File: src/rtl/vec9_pkg.sv
// Shared definitions for the 9-bit sweep driver.
// Holds the vector width, the last vector value, the match counter width
// and the sweep FSM state type.
package vec9_pkg;

    localparam int VEC_W   = 9;
    localparam int VEC_MAX = (1 << VEC_W) - 1;  // 511: last vector of a sweep
    localparam int CNT_W   = VEC_W + 1;         // holds 0..512 without saturating

    typedef enum logic [1:0] {
        IDLE,
        HOLD,
        SAMPLE,
        DONE
    } state_e;

endpackage

File: src/rtl/vec9_sweep_driver_if.sv
// Bus between the sweep driver and its controller/detectors.
//   start, abort        : sweep control from the controller
//   outBit1, outBit2    : detector results for the current M
//   M                   : vector driven to both detectors
//   busy, done          : sweep status
//   match_count         : vectors where both detectors reported 1
//   mismatch            : sticky detector-disagreement flag
//   mismatch_vec        : M at the first disagreement
// The sweep driver connects through the slave modport; the controller side
// uses master.
interface vec9_sweep_driver_if #(
    parameter int VEC_W = vec9_pkg::VEC_W
);
    logic             start;
    logic             abort;
    logic             outBit1;
    logic             outBit2;
    logic [VEC_W-1:0] M;
    logic             busy;
    logic             done;
    logic [VEC_W:0]   match_count;
    logic             mismatch;
    logic [VEC_W-1:0] mismatch_vec;

    modport master (
        output start, abort, outBit1, outBit2,
        input  M, busy, done, match_count, mismatch, mismatch_vec
    );

    modport slave (
        input  start, abort, outBit1, outBit2,
        output M, busy, done, match_count, mismatch, mismatch_vec
    );
endinterface

File: src/rtl/step_timer.sv
// Loadable down-counter used to hold each sweep vector.
//   clk, rst  : clock, asynchronous active-high reset (value -> 0)
//   load      : load load_val (takes priority over dec)
//   dec       : decrement by one, stopping at zero
//   load_val  : value to load
//   value     : current count
//   zero      : count is zero
module step_timer #(
    parameter int W = 8
) (
    input  logic         clk,
    input  logic         rst,
    input  logic         load,
    input  logic         dec,
    input  logic [W-1:0] load_val,
    output logic [W-1:0] value,
    output logic         zero
);
    logic [W-1:0] value_q;
    logic [W-1:0] value_d;

    // NOTE: every signal written here gets a default first, so no path leaves it unassigned and no latch is inferred.
    always_comb begin
        value_d = value_q;
        if (load) begin
            value_d = load_val;
        end else if (dec && (value_q != '0)) begin
            value_d = value_q - 1'b1;
        end
    end

    // NOTE: flops use non-blocking assignments so every register samples pre-edge values.
    always_ff @(posedge clk or posedge rst) begin
        if (rst) begin
            value_q <= '0;
        end else begin
            value_q <= value_d;
        end
    end

    assign value = value_q;
    assign zero  = (value_q == '0);
endmodule

File: src/rtl/vec9_sweep_driver.sv
// Sweeps M from 0 to 2**VEC_W-1, holding each vector for STEP_GAP cycles
// (STEP_GAP-1 settle cycles in HOLD, then one SAMPLE cycle), and records
// how the two detectors responded.
//   clk, rst : clock, asynchronous active-high reset
//   bus      : slave side of vec9_sweep_driver_if (control in, detector
//              results in, vector and result registers out)
// All outputs come straight from flops.
module vec9_sweep_driver #(
    parameter int STEP_GAP = 10,
    parameter int VEC_W    = vec9_pkg::VEC_W
) (
    input  logic                  clk,
    input  logic                  rst,
    vec9_sweep_driver_if.slave    bus
);
    import vec9_pkg::*;

    localparam logic [7:0]       GAP_M1 = 8'(STEP_GAP - 1);
    localparam logic [VEC_W-1:0] M_LAST = {VEC_W{1'b1}};

    state_e           state_q, state_d;
    logic [VEC_W-1:0] m_q, m_d;
    logic [VEC_W:0]   mc_q, mc_d;
    logic             mm_q, mm_d;
    logic [VEC_W-1:0] mvec_q, mvec_d;
    logic             busy_q, busy_d;
    logic             done_q, done_d;

    logic             tmr_load;
    logic             tmr_dec;
    logic             tmr_zero;
    logic [7:0]       tmr_value;

    step_timer #(.W(8)) u_timer (
        .clk      (clk),
        .rst      (rst),
        .load     (tmr_load),
        .dec      (tmr_dec),
        .load_val (GAP_M1),
        .value    (tmr_value),
        .zero     (tmr_zero)
    );

    always_comb begin
        state_d  = state_q;
        m_d      = m_q;
        mc_d     = mc_q;
        mm_d     = mm_q;
        mvec_d   = mvec_q;
        tmr_load = 1'b0;
        tmr_dec  = 1'b0;

        // Abort beats everything, including a simultaneous start; the
        // result registers keep whatever they had.
        if (bus.abort) begin
            state_d = IDLE;
        end else begin
            case (state_q)
                IDLE, DONE: begin
                    if (bus.start) begin
                        state_d  = HOLD;
                        m_d      = '0;
                        mc_d     = '0;
                        mm_d     = 1'b0;
                        mvec_d   = '0;
                        tmr_load = 1'b1;
                    end
                end
                HOLD: begin
                    // Leave when the count is about to hit zero, so the timer
                    // reads zero during SAMPLE and a vector spans STEP_GAP cycles.
                    tmr_dec = 1'b1;
                    if (tmr_zero || (tmr_value == 8'd1)) begin
                        state_d = SAMPLE;
                    end
                end
                SAMPLE: begin
                    if (bus.outBit1 && bus.outBit2) begin
                        mc_d = mc_q + 1'b1;
                    end
                    if ((bus.outBit1 != bus.outBit2) && !mm_q) begin
                        mm_d   = 1'b1;
                        mvec_d = m_q;
                    end
                    if (m_q == M_LAST) begin
                        state_d = DONE;
                    end else begin
                        state_d  = HOLD;
                        m_d      = m_q + 1'b1;
                        tmr_load = 1'b1;
                    end
                end
                default: state_d = IDLE;
            endcase
        end

        busy_d = (state_d == HOLD) || (state_d == SAMPLE);
        done_d = (state_d == DONE);
    end

    always_ff @(posedge clk or posedge rst) begin
        if (rst) begin
            state_q <= IDLE;
            m_q     <= '0;
            mc_q    <= '0;
            mm_q    <= 1'b0;
            mvec_q  <= '0;
            busy_q  <= 1'b0;
            done_q  <= 1'b0;
        end else begin
            state_q <= state_d;
            m_q     <= m_d;
            mc_q    <= mc_d;
            mm_q    <= mm_d;
            mvec_q  <= mvec_d;
            busy_q  <= busy_d;
            done_q  <= done_d;
        end
    end

    assign bus.M            = m_q;
    assign bus.busy         = busy_q;
    assign bus.done         = done_q;
    assign bus.match_count  = mc_q;
    assign bus.mismatch     = mm_q;
    assign bus.mismatch_vec = mvec_q;
endmodule

File: src/flat_wrapper.sv
// flat-port wrapper written by rule: the top's interface ports become plain ports
module vec9_sweep_driver_flat import vec9_pkg::*;
#(
    parameter int STEP_GAP = 10,
    parameter int VEC_W    = vec9_pkg::VEC_W
)
  (clk, rst, bus_start, bus_abort, bus_outBit1, bus_outBit2, bus_M, bus_busy, bus_done, bus_match_count, bus_mismatch, bus_mismatch_vec);
  vec9_sweep_driver_if #(.VEC_W(VEC_W)) bus_i ();
  input  logic clk;
  input  logic rst;
  input wire logic [$bits(bus_i.start)-1:0] bus_start;
  input wire logic [$bits(bus_i.abort)-1:0] bus_abort;
  input wire logic [$bits(bus_i.outBit1)-1:0] bus_outBit1;
  input wire logic [$bits(bus_i.outBit2)-1:0] bus_outBit2;
  output wire logic [$bits(bus_i.M)-1:0] bus_M;
  output wire logic [$bits(bus_i.busy)-1:0] bus_busy;
  output wire logic [$bits(bus_i.done)-1:0] bus_done;
  output wire logic [$bits(bus_i.match_count)-1:0] bus_match_count;
  output wire logic [$bits(bus_i.mismatch)-1:0] bus_mismatch;
  output wire logic [$bits(bus_i.mismatch_vec)-1:0] bus_mismatch_vec;
  assign bus_i.start = bus_start;
  assign bus_i.abort = bus_abort;
  assign bus_i.outBit1 = bus_outBit1;
  assign bus_i.outBit2 = bus_outBit2;
  assign bus_M = bus_i.M;
  assign bus_busy = bus_i.busy;
  assign bus_done = bus_i.done;
  assign bus_match_count = bus_i.match_count;
  assign bus_mismatch = bus_i.mismatch;
  assign bus_mismatch_vec = bus_i.mismatch_vec;
  vec9_sweep_driver #(.STEP_GAP(STEP_GAP), .VEC_W(VEC_W)) u_core (.clk(clk), .rst(rst), .bus(bus_i));
endmodule
File: config.mk
export PLATFORM = sky130hd
export DESIGN_NAME = vec9_sweep_driver_flat
export DESIGN_NICKNAME = d
export VERILOG_FILES = /design/src/rtl/vec9_pkg.sv /design/src/rtl/vec9_sweep_driver_if.sv /design/src/rtl/step_timer.sv /design/src/rtl/vec9_sweep_driver.sv /design/src/flat_wrapper.sv
export SDC_FILE = /design/constraint.sdc
export NUM_CORES = 1
export LEC_CHECK = 0
export ABC_AREA = 1
export BUFFER_PORTS_ARGS = -buffer_cell sky130_fd_sc_hd__buf_2
export CAP_MARGIN = 10
export CORE_ASPECT_RATIO = 2
export CORE_UTILIZATION = 51
export DETAILED_ROUTE_END_ITERATION = 8
export GPL_TIMING_DRIVEN = 0
export PLACE_DENSITY = 0.87
export SLEW_MARGIN = 0
export SYNTH_ARGS = -nofsm -noshare
export SYNTH_HDL_FRONTEND = slang
export SYNTH_SLANG_ARGS = --single-unit
File: constraint.sdc
create_clock -name clk -period 1.69 [get_ports clk]
set_input_delay 0 -clock clk [delete_from_list [all_inputs] [get_ports clk]]
set_output_delay 0 -clock clk [all_outputs]
set_load 0.02 [all_outputs]
==> flow_summary.yaml <==
timing:
  fin_skew_ps: 7.72
  setup_violations: 5
  worstMarginPinSlew_ps: 893
  max_freq_mhz: 584
  whs_ps: 80.0
  rsz0062_at_grt: "yes"
  min_period_over_period: 1.01
  fin_ws_ps: -22.7
  final_max_slew_viol_count: 0
  slew_headroom: 0.404
  hold_viol: 0
  fin_crit_ps: 1710
global_route:
  gr-total-overflow: 0
  grt_pass1_wl_um: 9640
  antenna_found_initial: 0
  grt_max_degree: 42
  track_usage: 0.273
  grt_pass1_vias: 2233
cells_and_area:
  finish.utilization: 0.698
  seq_area_um2: 1030
  finalNetCount: 381
  fillCellCount: 317
  multi_input_area_um2: 1240
  antenna_cells: 0
  areaGrowthSynthToFinish_pct: 31.6
  final_cell_count_no_fill: 420
  drive_above_1_share: 0.325
floorplan:
  rows: 34
  dieWidth_um: 49.3
  coreArea_um2: 4300
  die_y_um: 96.5
  io-pin-count: 37
  dieArea_um2: 4750
  initial_utilization: 0.530
drt:
  num_vias: 2329
  drcViolationCount: 0
  drt_first_pass_iters: 4
  wl_um: 6690
  dr.first_iter.drc_count: 110
  wire_per_inst_um: 15.9
  vias_per_cell: 5.55
  postRouteAntennaNets: 0
min_path:
  worstHoldStart: "bus_start"
  hold_end: "u_core.state_q[1]$_DFF_PP0_"
  hp-class: "in -> reg"
  hold_depth: 4
yosys:
  yosysMostFrequentCell: "nand2_1"
  synth_commonest_cells: "80 x nand2_1, 44 x inv_1, 41 x dfrtp_1"
  synthCells: 300
  synthArstFlopShare: 1.00
  synth_compound_area_frac: 0.0950
  synth_edf_count: 0
  synth_largest_area_cell: "dfrtp_1"
  ys_types: 26
  ys_seq_area_frac: 0.450
  yosysWarningCount: 0
  synth_seq_cells: 41
  avgSynthCellArea_um2: 7.59
  synth_top_cells_by_area: "dfrtp_1 45%, nand2_1 13%, inv_1 7.2%"
  syn_area_um2: 2280
  synthAdderAreaFrac: 0.0494
  yosys.area_share.xor_xnor: 0.00769
  synth_top_family_by_area: "simple AND/OR/NAND/NOR gates"
  synth_top_cell_area_share: 0.450
  syn-num-nets: 315
  synth.mux.area_fraction: 0
  synth-simple-area-share: 0.309
  synth-main-ff-cell: "dfrtp_1"
critical_path:
  worst_r2r_path_depth: 9
  r2r_end: "u_core.bus.busy$_DFF_PP0_"
  path_max_fanout: 2
  worst_setup_path_start_kind: "register"
  path_cells: "ha_4, nand2_2, inv_2, nand3_4, nor2_4, ha_4, nand2_4, a21oi_2, ha_1"
  rrSetupSlack_ps: -20
  arrival_ps: 1900
  cp_top_family: "adder cells"
  crit_required_ps: 1880
  path_class: "reg -> reg"
  critical-path-max-stage-delay_ps: 410
  endpoint_kind: "register"
  crit_path_frequent_cell: "ha_4"
  crit_buf_inv: 1
  cp_slowest_cell: "dfrtp_2"
  r2r-start: "u_core.bus.M[0]$_DFFE_PP0P_"
clock_tree:
  cts_htree_levels: 2
  cts.clk_slew.worst_paths_ps: 80
  cts_tree: "built"
  cts_sinks: 41
  clk-insertion-delay-late_ps: 300
  cts_inserted_buffers: 5
  cts_buffer_depth: 2
  clockRootBuffer: "clkbuf_8"
outcome:
  violations: "setup timing"
  outcome: "finished with violations"
place:
  gp_congestion: 0.801
  placedCellCount: 390
  io_buffers: 36
  dpl.hpwl_um: 4020
pwr:
  irDropWorstVdd_mv: 1.03
  p_total_w: 0.00314
  leakage_nw: 1.58
  power_density_nw_per_um2: 1050
job:
  cap_violations: 0
through the flow:
step                      cell area, um2  TNS [ps]  setup WS (ps)
final                               3000     -41.0          -22.7
after global routing                3000     -1120          -95.3
after CTS                           2820     -14.1          -14.1
after detailed placement            2540     -4330           -214
after global placement              2540     -2080           -158
after floorplan                     2290         0          0.726
final cells by class:
cell class	instances	area share
clock buffers	6	0.0242
inverters	45	0.0588
clock inverters	1	0.00167
flip-flops and latches	41	0.343
repair buffers	60	0.125
well taps	54	0.0225
multi-input cells	209	0.413
plain buffers	4	0.0117
report_power, final:
part / switching (W) / total (W) / internal [W]
Sequential: 0.000103 / 0.00120 / 0.00109
Combinational: 0.000826 / 0.00132 / 0.000491
Clock: 0.000345 / 0.000626 / 0.000281
per-layer routing:
metal,routed length [um],GRT usage,vias up
met2,3880,0.548,87
met1,2090,0.236,1122
li1,-,-,1086
met4,433,0.186,0
met3,283,0.0469,34
met5,0,0,-
cells in the final DEF (no fill, tap or decap), types with 6 or more instances in the layout:
cell / instances
inv_1: 38
nand2_1: 69
o21ai_1: 16
o21ai_0: 7
nand4_1: 10
inv_2: 6
o21ai_2: 8
nand3_1: 27
nand2_2: 8
nor2_1: 28
dfrtp_1: 38
buf_2: 36
buf_4: 21
worst max-delay path by stage:
stage | startpoint | to | slack (ps) | cells after the start
after floorplan | u_core.bus.M[0]$_DFFE_PP0P_ | u_core.bus.M[3]$_DFFE_PP0P_ | 0.7 | 11
final | u_core.bus.M[0]$_DFFE_PP0P_ | u_core.bus.busy$_DFF_PP0_ | -20 | 9
after CTS | u_core.bus.M[0]$_DFFE_PP0P_ | u_core.bus.busy$_DFF_PP0_ | -10 | 9
after global placement | u_core.bus.M[0]$_DFFE_PP0P_ | u_core.bus.M[1]$_DFFE_PP0P_ | -160 | 11
after global routing | u_core.bus.M[3]$_DFFE_PP0P_ | u_core.bus.busy$_DFF_PP0_ | -100 | 8
after detailed placement | u_core.bus.M[0]$_DFFE_PP0P_ | u_core.bus.M[1]$_DFFE_PP0P_ | -210 | 11
kinds of logic after synthesis:
family                     count (synthesis)
and+or+nand+nor                          160
buffers and inverters                     50
DFF                                       41
AOI/OAI and AO/OA                         38
adders and majority gates                  9
xor gates and xnor gates                   2
registers in the layout, summed over array words and instances, names as in the netlist:
| name | cells |
|---|---|
| u_core.bus.mismatch | 1 |
| u_core.state_q | 2 |
| u_core.u_timer.value | 8 |
| u_core.bus.busy | 1 |
| u_core.bus.M | 9 |
| u_core.bus.mismatch_vec | 9 |
| u_core.bus.match_count | 10 |
| u_core.bus.done | 1 |
timing repair:
| item | CTS | global route |
|---|---|---|
| cloned | 1 | 1 |
| hold buffers | 1 | 0 |
| pin swaps | 8 | 9 |
| endpoints found under the hold margin | 41 | 0 |
| setup buffers | 13 | 8 |
| gates resized for setup | 28 | 39 |
| endpoints found under the setup margin | 39 | 39 |
worst reg2reg max path, stage by stage, from the launching register on:
cell     delay (ps)
dfrtp_2         410
ha_4            150
nand2_2          60
inv_2           100
nand3_4          80
nor2_4          140
ha_4            170
nand2_4          60
a21oi_2         170
ha_1            250
(Power assumes the default switching activity.)
